==> config.mk <==
export PLATFORM = sky130hd
export DESIGN_NAME = plic_gateway
export DESIGN_NICKNAME = d
export VERILOG_FILES = /design/src/rtl/plic_pkg.sv /design/src/rtl/plic_debounce.sv /design/src/rtl/plic_gateway.sv
export SDC_FILE = /design/constraint.sdc
export NUM_CORES = 1
export LEC_CHECK = 0
export CAP_MARGIN = 20
export CORE_MARGIN = 4
export CORE_UTILIZATION = 29
export CTS_CLUSTER_SIZE = 10
export DETAILED_ROUTE_END_ITERATION = 10
export PLACE_DENSITY = 0.44
export SLEW_MARGIN = 20
export SYNTH_ARGS = -nofsm -noshare
export SYNTH_HDL_FRONTEND = slang
export SYNTH_SLANG_ARGS = --single-unit
==> constraint.sdc <==
create_clock -name CLK100MHZ -period 2.7 [get_ports CLK100MHZ]
set_clock_uncertainty 0.1 [all_clocks]
set_input_delay 0.81 -clock CLK100MHZ [delete_from_list [all_inputs] [get_ports CLK100MHZ]]
set_output_delay 0.81 -clock CLK100MHZ [all_outputs]
set_load 0.02 [all_outputs]
==> src/rtl/plic_pkg.sv <==
// Shared types and constants for the PLIC interrupt gateway.
package plic_pkg;

  // Request FSM states.
  typedef enum logic [1:0] {
    GW_IDLE    = 2'd0,
    GW_REQ     = 2'd1,
    GW_SERVICE = 2'd2
  } gw_state_t;

  // Number of flops in the source synchronizer chain.
  localparam int GW_SYNC_STAGES = 2;

endpackage

==> src/rtl/plic_debounce.sv <==
// Synchronizer plus debounce filter for a raw asynchronous source.
// The filtered level only follows the synchronized input after it has
// disagreed with the current level for DEBOUNCE_CYCLES consecutive cycles.
module plic_debounce
  import plic_pkg::*;
#(
  parameter int DEBOUNCE_CYCLES = 1000000
) (
  input  logic CLK100MHZ,
  input  logic BTNC,
  input  logic in,
  output logic out
);

  localparam int CNT_W = $clog2(DEBOUNCE_CYCLES + 1);
  localparam logic [CNT_W-1:0] CNT_LAST = CNT_W'(DEBOUNCE_CYCLES - 1);

  logic [GW_SYNC_STAGES-1:0] sync;
  logic [CNT_W-1:0]          cnt;
  logic                      synced;

  assign synced = sync[GW_SYNC_STAGES-1];

  // Metastability chain: raw source shifts in at bit 0.
  always_ff @(posedge CLK100MHZ or posedge BTNC) begin
    if (BTNC) begin
      sync <= '0;
    end else begin
      sync <= {sync[GW_SYNC_STAGES-2:0], in};
    end
  end

  // Stability counter: any agreement restarts it, a full run of
  // disagreement commits the new level.
  always_ff @(posedge CLK100MHZ or posedge BTNC) begin
    if (BTNC) begin
      cnt <= '0;
      out <= 1'b0;
    end else if (synced == out) begin
      cnt <= '0;
    end else if (cnt == CNT_LAST) begin
      out <= synced;
      cnt <= '0;
    end else begin
      cnt <= cnt + CNT_W'(1);
    end
  end

endmodule

==> src/rtl/plic_gateway.sv <==
// PLIC interrupt gateway: debounced button source in, single outstanding
// request out, following the claim/complete handshake.
// Optional build macro PLIC_GW_EDGE_COUNT_EN replaces the 1-bit edge
// pending flag with a saturating edge counter (MAX_PENDING).
//
// state      | meaning
// -----------+-----------------------------------------------
// GW_IDLE    | no request outstanding, watching the source
// GW_REQ     | request raised to the core, waiting for claim
// GW_SERVICE | claimed, target servicing, waiting for complete
module plic_gateway
  import plic_pkg::*;
#(
  parameter int DEBOUNCE_CYCLES = 1000000
`ifdef PLIC_GW_EDGE_COUNT_EN
  , parameter int MAX_PENDING = 15
`endif
) (
  input  logic CLK100MHZ,
  input  logic BTNC,
  input  logic src_i,
  input  logic edge_mode_i,
  input  logic claim_i,
  input  logic complete_i,
  output logic req_o,
  output logic busy_o,
  output logic level_o,
  output logic drop_o
);

  gw_state_t state;
  gw_state_t state_nxt;
  logic      level;
  logic      level_q;
  logic      rise;
  logic      edge_rise;
  logic      pending;
  logic      take;

  plic_debounce #(
    .DEBOUNCE_CYCLES(DEBOUNCE_CYCLES)
  ) u_debounce (
    .CLK100MHZ(CLK100MHZ),
    .BTNC     (BTNC),
    .in       (src_i),
    .out      (level)
  );

  assign level_o   = level;
  assign rise      = level & ~level_q;
  // Edges only matter in edge mode; level mode never accumulates them.
  assign edge_rise = rise & edge_mode_i;

  // One-cycle delay of the filtered level for rising-edge detection.
  always_ff @(posedge CLK100MHZ or posedge BTNC) begin
    if (BTNC) begin
      level_q <= 1'b0;
    end else begin
      level_q <= level;
    end
  end

`ifdef PLIC_GW_EDGE_COUNT_EN
  localparam int               PEND_W   = $clog2(MAX_PENDING + 1);
  localparam logic [PEND_W-1:0] PEND_MAX = PEND_W'(MAX_PENDING);

  logic [PEND_W-1:0] pend_cnt;

  // Saturating edge counter: each stored edge becomes its own request.
  always_ff @(posedge CLK100MHZ or posedge BTNC) begin
    if (BTNC) begin
      pend_cnt <= '0;
    end else if (edge_rise && !take && (pend_cnt != PEND_MAX)) begin
      pend_cnt <= pend_cnt + PEND_W'(1);
    end else if (take && !edge_rise) begin
      pend_cnt <= pend_cnt - PEND_W'(1);
    end
  end

  assign pending = (pend_cnt != '0);
  assign drop_o  = edge_rise & (pend_cnt == PEND_MAX);
`else
  logic pend;

  // Single pending edge; a new edge in the consuming cycle takes priority.
  always_ff @(posedge CLK100MHZ or posedge BTNC) begin
    if (BTNC) begin
      pend <= 1'b0;
    end else if (edge_rise) begin
      pend <= 1'b1;
    end else if (take) begin
      pend <= 1'b0;
    end
  end

  assign pending = pend;
  assign drop_o  = edge_rise & pend;
`endif

  // Request FSM state register.
  always_ff @(posedge CLK100MHZ or posedge BTNC) begin
    if (BTNC) begin
      state <= GW_IDLE;
    end else begin
      state <= state_nxt;
    end
  end

  // Next-state and state-decoded outputs.
  always_comb begin
    state_nxt = state;
    req_o     = 1'b0;
    busy_o    = 1'b0;
    take      = 1'b0;
    case (state)
      GW_IDLE: begin
        if (edge_mode_i ? pending : level) begin
          state_nxt = GW_REQ;
          take      = edge_mode_i;
        end
      end
      GW_REQ: begin
        req_o = 1'b1;
        if (claim_i) begin
          state_nxt = GW_SERVICE;
        end
      end
      GW_SERVICE: begin
        busy_o = 1'b1;
        if (complete_i) begin
          state_nxt = GW_IDLE;
        end
      end
      default: begin
        state_nxt = GW_IDLE;
      end
    endcase
  end

endmodule

== Yosys cells after proc, flatten, opt, wreduce, memory -nomap -nowiden ==
Cells that the tools add are included.
Word-level totals
  register bits after elaboration: 27
  bits of input ports: 6
  output and inout bits: 4
  word-level logic and storage cells: 36
Operators by class
  $add $sub $neg: 1
  equal/unequal tests: 7
  muxes and demuxes: 13
  bitwise gates (word level): 5
  reduce and logical (&&, ||, !) cells: 4
Operators by type and width (count)
  20-bit 2-to-1 mux: 2
  20-bit by 1-bit adder with 20-bit output (second input constant): 1
  20-bit equality test (second input constant): 1
  1-bit 2-to-1 mux: 7
  2-bit 2-to-1 mux: 3
  2-bit != test (second input constant): 3
  2-bit case mux with 3 select lines: 1
  1-bit AND: 3
  3-bit AND reduction: 1
  2-bit by 1-bit equality test with 1-bit output (second input constant): 1
  2-bit equality test (second input constant): 1
  2-bit logical NOT: 1
  1-bit inverter: 2
  2-bit AND reduction: 1
  2-bit nonzero test: 1
  1-bit equality test: 1

== Longest topological paths before layout ==
Gate-level depths: netlist of run 1.
  depth after elaboration: 5
  depth in mapped cells: 6
  mapped depth without buffers: 4

== Hierarchy ==
A second synthesis of run 1 with hierarchy kept.
Second synthesis, totals
  cell total of the unflattened synthesis: 126
  area total of the unflattened synthesis: 1298.7 µm²
By module, submodules not included
  plic_debounce: times used 1, cells an instance 109, area each 1118.6 µm², seq. area each 575.6 µm²
  plic_gateway: times used 1, cells an instance 17, area each 180.2 µm², seq. area each 100.1 µm²

== Worst setup path after synthesis of run 1 ==
No wires, ideal clock.
  kind: in2out
  start: input edge_mode_i
  end: output drop_o
  data arrival time: 1.097 ns
  data required time: 1.790 ns
  setup slack: 0.693 ns
  cell stages on the path: 1
  buffers on the path: 0
  path through: and4_1
On the way
  cells in the longest elaborated chain, start to end: 2
Ends and longest elaborated chain
  from (decl): RTL line plic_gateway.sv:22  | input logic edge_mode_i,
  1-bit AND: RTL line plic_gateway.sv:52  | assign edge_rise = rise & edge_mode_i;
  1-bit AND: RTL line plic_gateway.sv:97  | assign drop_o = edge_rise & pend;
  to (decl): RTL line plic_gateway.sv:28  | output logic drop_o
Every way passes these cells.

== Final worst setup path of run 1 ==
Ends and elaborated chain as after synthesis.

==> results of run 1 <==
[worst max path at each step]
stage | startpoint | to | slack, ns | cells after the start
after global routing | edge_mode_i | drop_o | 0.14 | 3
after CTS | edge_mode_i | drop_o | 0.02 | 3
after floorplan | edge_mode_i | drop_o | 0.69 | 1
after detailed placement | edge_mode_i | drop_o | -0.27 | 3
after global placement | edge_mode_i | drop_o | -0.27 | 3
final | edge_mode_i | drop_o | 0.16 | 3
[state kept, by name, indices dropped and copies added (netlist names)]
name	flops
level_q	1
pend	1
state	2
u_debounce.cnt	20
u_debounce.out	1
u_debounce.sync	2
[through the flow]
stage          instances  TNS (ns)  hold slack, ns
6_report             193         0          0.2546
3_3_place_gp         189   -0.2721          0.2335
4_1_cts              193         0          0.2602
2_1_floorplan        129         0          0.2312
3_5_place_dp         189   -0.2745          0.2356
5_1_grt              193         0          0.2825
[logic make-up after synthesis]
family / after synthesis / synth area share, %
AO/OA/AOI/OAI: 17 / 8.590
XOR/XNOR: 13 / 8.784
adder cells (fa/ha/maj): 1 / 0.9651
buffers and inverters: 9 / 2.992
flip-flops: 27 / 52.12
multiplexers: 1 / 0.8687
AND/OR/NAND/NOR: 61 / 25.68
[cell type report]
| type | count | area [sq um] |
|---|---|---|
| Sequential cell | 27 | 675.6 |
| Multi-Input combinational cell | 93 | 586.8 |
| Tap cell | 52 | 65.06 |
| Inverter | 4 | 15.01 |
| Clock buffer | 3 | 41.29 |
| Timing Repair Buffer | 13 | 115.1 |
| Clock inverter | 1 | 7.507 |
| Fill cell | 446 | 2848 |
[synthesized netlist by cell type (4+ instances only)]
library cell  instances
nand2_1               7
xnor2_1               5
nand3_1               8
inv_1                 4
or3_1                 6
xor2_1                8
dfrtp_1              27
a21oi_1               4
o21ai_0               5
buf_2                 4
nor2_1               16
nand4_1               6
[repair_timing]
action                     CTS  global route
setup buffers                0             0
setup endpoints to repair    1             1
gates resized for setup      2             1
[where the power goes]
group / total, mW / switching [mW] / internal [mW] / leakage [nW]
combinational: 0.0357 / 0.0207 / 0.0150 / 0.228
clock: 0.230 / 0.126 / 0.105 / 0.0217
sequential: 0.414 / 0.00493 / 0.409 / 0.370
[routing by layer]
metal  up-vias  share of wire [%]  wire [um]  global-route usage [%]
met4         0               0.40         10                   1.186
met1       463                 49       1208                   13.87
met5         -                  0          0                       0
met3         2                2.4         59                   2.804
met2         5                 49       1208                   17.31
li1        483                  -          -                       -
[worst register-to-register path, delay by kind of cell (launching register included)]
family | cells | cell delay [ns]
DFF | 1 | 0.46
and+or+nand+nor | 3 | 1.08
AOI/OAI and AO/OA | 1 | 0.14
==> flow_summary.yaml, run 1 <==
setup_path:
  cpPeakStageDelay_ns: 0.48
  required_ns: 1.79
  critPathLaunchType: "input pin"
  crit_slowest_cell: "clkdlybuf4s50_1"
  crit-reg2reg-launch: "u_debounce.cnt[2]$_DFF_PP0_"
  r2r_slack_ns: 0.85
  crit_family: "buffers and inverters"
  reg2reg_to: "u_debounce.cnt[17]$_DFF_PP0_"
  worstPathCellList: "clkdlybuf4s50_1, and4_1, clkbuf_2"
  worstPathMaxFanout: 2
  path_buf_inv: 2
  crit_type: "input pin to output pin"
  endpoint_kind: "output pin"
  crit_arrival_ns: 1.63
  r2r_cells: 4
routing:
  routed_wl_um: 2487
  drtIter0Drc: 44
  route.detailed.drc: 0
  vias_per_cell: 4.938
  avgRoutedWirePerCell_um: 12.89
  num_vias: 953
  ant_nets: 0
  first_pass_iters: 4
cts:
  clk_pin_slew_ns: 0.10
  clk_latency_ns: 0.27
  cts-root-buf: "clkbuf_8"
  cts_made_buffers: 3
  cts-htree-levels: 1
  clock-sinks: 27
  cts_tree: "built"
  clock_path_buffers: 2
  cts_hold_buf: 0
sta:
  setup_ws_ns: 0.1625
  slew_viol_final: 0
  min_period_over_period_pct: 93.98
  slew_headroom_pct: 72.93
  worst_pin_slew_ns: 0.4023
  fin_crit_ns: 2.537
  finalHoldViolations: 0
  rsz0062_at_grt: "false"
  setup_viol: 0
  clock.fmax_ghz: 0.3941
final_layout:
  final_layout_size_suffix_gt1_share_pct: 10.64
  finalNetCount: 149
  layout_common_cells: "27 x dfrtp_1, 16 x nor2_1, 8 x xor2_1, 8 x nand3_1, 8 x clkdlybuf4s50_1"
  fin_util_pct: 34.60
  syn_to_final_growth_pct: 16.22
  diodes: 0
  final_area_sq_um: 1506
  layout_commonest_cell: "dfrtp_1"
run:
  maxCapViolations: 0
synthesis:
  ys_ff_latch: 27
  synth_top_cell_by_area: "dfrtp_1"
  synth_top_area_share_pct: 52.12
  yosysWarnings: 0
  syn_area_sq_um: 1296
  synth_cell_types: 30
  synthCells: 129
  ys_async_sr_fraction_pct: 100.0
  synth_area_leaders: "dfrtp_1 52%, xor2_1 5.4%, nor2_1 4.6%"
  syn-num-nets: 136
  synth_top_flop_cell: "dfrtp_1"
  yosysSeqAreaShare_pct: 52.12
  postSynthAreaPerCell_sq_um: 10.05
  synth_edf_count: 0
status:
  status: "completed"
global_routing:
  grt_pass1_vias: 979
  grt_max_degree: 28
  grt_overflow_total: 0
  grt_antenna_before_repair: 0
  grt_pass1_wl_um: 4533
  grt_usage_pct: 10.35
place:
  io_buffers: 9
  gp_congestion: 0.7218
  placed_area_sq_um: 1463
  dp_hpwl_um: 1817
  place_ws_ns: -0.2745
power:
  leakage_nw: 0.6201
  p_total_mw: 0.6802
  vdd.ir_drop.worst_uv: 277.3
  power_density_nw_per_um2: 451.5
hold_path:
  min-delay-start: "u_debounce.sync[0]$_DFF_PP0_"
  whs_path_depth: 0
  hold_path_class: "flip-flop to flip-flop"
  holdPathEnd: "u_debounce.sync[1]$_DFF_PP0_"
floorplan:
  coreArea_sq_um: 4354
  boundaryPins: 10
  die_h_um: 74.86
  rows: 24
  start_util_pct: 29.77
  die_w_um: 74.86
  dieArea_sq_um: 5603
Power figures use the tool's default switching activity.
==> run 2: changes to the inputs <==
--- a/config.mk
+++ b/config.mk
@@ -5,6 +5,7 @@
 export SDC_FILE = /design/constraint.sdc
 export NUM_CORES = 1
 export LEC_CHECK = 0
+export ABC_AREA = 1
 export CAP_MARGIN = 20
 export CORE_MARGIN = 4
 export CORE_UTILIZATION = 29
==> flow_summary.yaml, run 2 <==
status:
  status: "completed"
synthesis:
  synth_cell_types: 25
  synth_top_flop_cell: "dfrtp_1"
  synthCells: 177
  ys_async_sr_fraction_pct: 100.0
  synth_edf_count: 0
  yosysMostFrequentCell: "nor2_1"
  syn_area_sq_um: 1434
  postSynthAreaPerCell_sq_um: 8.101
  synth_area_leaders: "dfrtp_1 47%, nor2_1 9.9%, nand2_1 6.5%"
  synth_top_area_share_pct: 47.12
  synthTopCellsByCount: "38 x nor2_1, 27 x dfrtp_1, 25 x nand2_1, 22 x inv_1, 16 x nand3_1"
  syn-num-nets: 184
  yosysSeqAreaShare_pct: 47.12
  synth_top_cell_by_area: "dfrtp_1"
  ys_ff_latch: 27
  yosysWarnings: 0
cts:
  cts-htree-levels: 1
  clk_latency_ns: 0.28
  clk_pin_slew_ns: 0.10
  cts-root-buf: "clkbuf_8"
  clock-sinks: 27
  clock_path_buffers: 2
  cts_hold_buf: 0
  cts_tree: "built"
  cts_made_buffers: 3
hold_path:
  whs_path_depth: 0
  min-delay-start: "u_debounce.sync[0]$_DFF_PP0_"
  hold_path_class: "flip-flop to flip-flop"
setup_path:
  endpoint_kind: "output pin"
  worstPathCellList: "clkdlybuf4s50_1, nand3b_1, nor2_1, buf_2"
  crit-reg2reg-launch: "u_debounce.cnt[0]$_DFF_PP0_"
  crit_slowest_cell: "clkdlybuf4s50_1"
  r2r_cells: 8
  startpoint: "edge_mode_i"
  cpPeakStageDelay_ns: 0.49
  path_buf_inv: 2
  crit_family: "buffers and inverters"
  worstPathMaxFanout: 2
  crit_type: "input pin to output pin"
  cp_num_cells: 4
  critPathLaunchType: "input pin"
  required_ns: 1.79
  crit_arrival_ns: 1.68
place:
  dp.cells: 254
  place_ws_ns: -0.3306
  dp_hpwl_um: 2229
  io_buffers: 9
  gp_congestion: 0.8098
final_layout:
  final_layout_size_suffix_gt1_share_pct: 13.61
  largest_reg_flops: 20
  syn_to_final_growth_pct: 15.71
  top_register: "u_debounce.cnt"
  layout_common_cells: "38 x nor2_1, 27 x dfrtp_1, 25 x nand2_1, 22 x inv_1, 16 x nand3_1"
  reg.largest.list: "u_debounce.cnt: 20 flops, state: 2 flops, u_debounce.sync: 2 flops"
  finalNetCount: 199
  diodes: 0
  finalNonFillerCells: 258
  layout_commonest_cell: "nor2_1"
sta:
  setup_viol: 0
  setup_ws_ns: 0.1116
  clock.fmax_ghz: 0.3863
  finalHoldViolations: 0
  slew_viol_final: 0
  slew_headroom_pct: 67.45
  min_period_over_period_pct: 95.87
  worst_pin_slew_ns: 0.4879
  rsz0062_at_grt: "false"
  fin_crit_ns: 2.588
power:
  vdd.ir_drop.worst_uv: 218.9
  comb_power_share_pct: 14.4
  clockPowerShare_pct: 30.8
  power_density_nw_per_um2: 473.2
  p_sw_mw: 0.2127
  seqPwrFrac_pct: 54.8
  p_sw_share_pct: 27.09
  leakage_nw: 0.7161
  power.internal_mw: 0.5724
routing:
  num_vias: 1131
  routed_wl_um: 2918
  ant_nets: 0
  route.detailed.drc: 0
  vias_per_cell: 4.384
  drtIter0Drc: 47
  avgRoutedWirePerCell_um: 11.31
  first_pass_iters: 4
floorplan:
  coreArea_sq_um: 4755
  dieArea_sq_um: 6133
  start_util_pct: 30.16
  die_h_um: 78.32
  boundaryPins: 10
  die_w_um: 78.32
  rows: 25
global_routing:
  grt_usage_pct: 10.57
  grt_max_degree: 28
  grt_antenna_before_repair: 0
  grt_overflow_total: 0
  grt_pass1_vias: 1139
  grt_pass1_wl_um: 5168
run:
  maxCapViolations: 0
[run 2: logic make-up (layout without fill, tap and decap cells)]
logic type               after synthesis  count (layout)  synth area share, %
XOR/XNOR                              11              11                7.243
buffers and inverters                 25              39                6.545
AO/OA/AOI/OAI                         12              12                4.800
adder cells (fa/ha/maj)                1               1               0.8725
AND/OR/NAND/NOR                      101             101                33.42
flip-flops                            27              27                47.12
[run 2: layout make-up]
cell class,instances,area [sq um]
Sequential cell,27,675.6
Timing Repair Buffer,10,92.59
Fill cell,522,3095
Clock buffer,3,41.29
Tap cell,67,83.83
Inverter,25,93.84
Multi-Input combinational cell,125,664.4
Clock inverter,1,7.507
[run 2: per-stage QoR]
step | power [mW] | util, % | instance area [sq um] | setup TNS [ns] | hold slack, ns
after floorplan | 0.5094 | - | 1434 | 0 | 0.2312
after global placement | 0.5520 | 33.97 | 1615 | -0.2977 | 0.2411
after detailed placement | 0.5549 | 33.97 | 1615 | -0.3306 | 0.2451
after CTS | 0.7973 | 35.03 | 1665 | 0 | 0.2688
after global routing | 0.8295 | 34.89 | 1659 | 0 | 0.2863
final | 0.7852 | 34.89 | 1659 | 0 | 0.2616
[run 2: repair_timing]
| item | 4_1_cts | 5_1_grt |
|---|---|---|
| resized for setup | 3 | 1 |
| buffers inserted | 0 | 0 |
| setup endpoints to repair | 1 | 1 |
| cloned | 0 | 0 |
[run 2: path summary, 6_finish.rpt]
path	to	slack, ns
setup / recovery	drop_o	0.11
hold / removal	u_debounce.sync[1]$_DFF_PP0_	0.26
min in group asynchronous	u_debounce.cnt[6]$_DFF_PP0_	0.78
setup reg to reg	u_debounce.cnt[5]$_DFF_PP0_	1.09
hold reg to reg	u_debounce.sync[1]$_DFF_PP0_	0.26
max in group asynchronous	u_debounce.cnt[15]$_DFF_PP0_	1.46
[run 2: power by group through the flow]
stage          registers [mW]  clock network [mW]  logic [mW]
3_5_place_dp            0.439                   0       0.116
2_1_floorplan           0.436                   0      0.0730
6_report                0.430               0.242       0.113
3_3_place_gp            0.438                   0       0.114
5_1_grt                 0.432               0.268       0.129
4_1_cts                 0.431               0.250       0.117
[run 2: layer usage]
| layer | up-vias | global-route usage [%] | wire [um] |
|---|---|---|---|
| li1 | 580 | - | - |
| met1 | 538 | 13.00 | 1400 |
| met2 | 9 | 18.66 | 1432 |
| met3 | 4 | 2.064 | 52 |
| met4 | 0 | 3.147 | 32 |
| met5 | - | 0 | 0 |
==> run 3: changes to the inputs <==
--- a/config.mk
+++ b/config.mk
@@ -7,6 +7,7 @@
 export LEC_CHECK = 0
 export ABC_AREA = 1
 export CAP_MARGIN = 20
+export CORE_ASPECT_RATIO = 1.75
 export CORE_MARGIN = 4
 export CORE_UTILIZATION = 29
 export CTS_CLUSTER_SIZE = 10
==> flow_summary.yaml, run 3 (synthesized netlist as in run 2, its figures left out) <==
sta:
  setup_viol: 0
  fin_crit_ns: 2.573
  clock.fmax_ghz: 0.3886
  slew_headroom_pct: 61.32
  slew_viol_final: 0
  finalHoldViolations: 0
  tns_ns: 0
  worst_pin_slew_ns: 0.5797
  setup_ws_ns: 0.1268
  rsz0062_at_grt: "false"
  min_period_over_period_pct: 95.30
  hold_ws_ns: 0.2655
power:
  p_sw_share_pct: 27.55
  clockPowerShare_pct: 30.7
  comb_power_share_pct: 14.8
  vdd.ir_drop.worst_uv: 245.8
  p_sw_mw: 0.2172
  seqPwrFrac_pct: 54.6
  leakage_nw: 0.7240
  p_total_mw: 0.7886
  power.internal_mw: 0.5714
  power_density_nw_per_um2: 479.3
routing:
  routed_wl_um: 3203
  num_vias: 1153
  ant_nets: 0
  avgRoutedWirePerCell_um: 13.13
  route.detailed.drc: 0
  vias_per_cell: 4.725
  drtIter0Drc: 45
  first_pass_iters: 4
cts:
  cts_made_buffers: 3
  cts-root-buf: "clkbuf_8"
  clk_pin_slew_ns: 0.10
  clock-sinks: 27
  cts_tree: "built"
  clk_latency_ns: 0.28
  clock_path_buffers: 2
  cts.repair_timing.setup_buffer_count: 0
  cts-htree-levels: 1
floorplan:
  start_util_pct: 30.20
  coreArea_sq_um: 4748
  boundaryPins: 10
  rows: 33
  die_w_um: 61.16
  dieArea_sq_um: 6178
  die_h_um: 101.0
global_routing:
  grt_pass1_wl_um: 5451
  grt_antenna_before_repair: 0
  grt_max_degree: 28
  grt_overflow_total: 0
  grt_pass1_vias: 1223
  grt_usage_pct: 11.99
setup_path:
  critPathLaunchType: "input pin"
  crit_slowest_cell: "clkdlybuf4s50_1"
  required_ns: 1.79
  crit_type: "input pin to output pin"
  worstPathCellList: "clkdlybuf4s50_1, nand3b_1, nor2_1, buf_2"
  cpPeakStageDelay_ns: 0.48
  crit_arrival_ns: 1.66
  endpoint_kind: "output pin"
  worstPathMaxFanout: 2
  crit_family: "buffers and inverters"
  path_buf_inv: 2
hold_path:
  hold_path_class: "flip-flop to flip-flop"
place:
  gp_congestion: 0.9062
  io_buffers: 9
  placed_area_sq_um: 1604
  dp_hpwl_um: 2485
  dp.cells: 240
  place_ws_ns: -0.3259
final_layout:
  final_area_sq_um: 1645
  layout_common_cells: "38 x nor2_1, 27 x dfrtp_1, 25 x nand2_1, 22 x inv_1, 16 x nand3_1"
  layout_commonest_cell: "nor2_1"
  reg.largest.list: "u_debounce.cnt: 20 flops, state: 2 flops, u_debounce.sync: 2 flops"
  finalNetCount: 200
  top_register: "u_debounce.cnt"
  diodes: 0
  syn_to_final_growth_pct: 14.75
  largest_reg_flops: 20
  fin_util_pct: 34.65
  final_layout_size_suffix_gt1_share_pct: 14.06
  finalNonFillerCells: 244
status:
  status: "completed"
run:
  maxCapViolations: 0
run 3: cell types whose count changed in the layout (fill, tap and decap cells not counted):
cell and change:
buf_4 +1, clkinvlp_4 -1, clkinv_2 +1
run 3: path summary, 6_finish.rpt:
| check | startpoint | endpoint | slack, ns | depth (start not counted) |
|---|---|---|---|---|
| setup / recovery | edge_mode_i | drop_o | 0.13 | 4 |
| hold / removal | u_debounce.sync[0]$_DFF_PP0_ | u_debounce.sync[1]$_DFF_PP0_ | 0.27 | 0 |
| setup reg to reg | u_debounce.cnt[0]$_DFF_PP0_ | u_debounce.cnt[9]$_DFF_PP0_ | 1.05 | 8 |
| hold reg to reg | u_debounce.sync[0]$_DFF_PP0_ | u_debounce.sync[1]$_DFF_PP0_ | 0.27 | 0 |
| max in group asynchronous | BTNC | u_debounce.cnt[17]$_DFF_PP0_ | 1.46 | 3 |
| min in group asynchronous | BTNC | u_debounce.cnt[0]$_DFF_PP0_ | 0.79 | 3 |
run 3: layout make-up:
| cell class | instances | area, sq um |
|---|---|---|
| repair buffers | 11 | 100.1 |
| clock inverters | 1 | 5.005 |
| inverters | 25 | 93.84 |
| flip-flops and latches | 27 | 675.6 |
| multi-input cells | 125 | 664.4 |
| fillers | 493 | 3103 |
| well taps | 52 | 65.06 |
| clock buffers | 3 | 41.29 |
run 3: worst register-to-register path: cells and delay by family (launching register included):
kind / cells / cell delay [ns]
AND/OR/NAND/NOR: 6 / 0.75
buffers and inverters: 1 / 0.11
flip-flops: 1 / 0.38
adder cells (fa/ha/maj): 1 / 0.21
run 3: power by group through the flow:
stage	sequential [mW]	combinational, mW	clock (mW)
floorplan	0.436	0.0730	0
global placement	0.438	0.117	0
detailed placement	0.439	0.121	0
CTS	0.431	0.122	0.250
global route	0.432	0.133	0.263
finish	0.430	0.117	0.242
run 3: per-layer routing:
| layer | GRT usage (%) | vias up | part of all wire (%) |
|---|---|---|---|
| met4 | 6.344 | 0 | 2.3 |
| li1 | - | 581 | - |
| met2 | 21.29 | 17 | 55 |
| met5 | 0 | - | 0 |
| met3 | 1.667 | 5 | 2.9 |
| met1 | 13.02 | 550 | 39 |
run 3: repair_timing:
item                       in CTS  in global routing
gates resized for setup         3                  1
setup endpoints to repair       1                  1
hold buffers                    0                  0
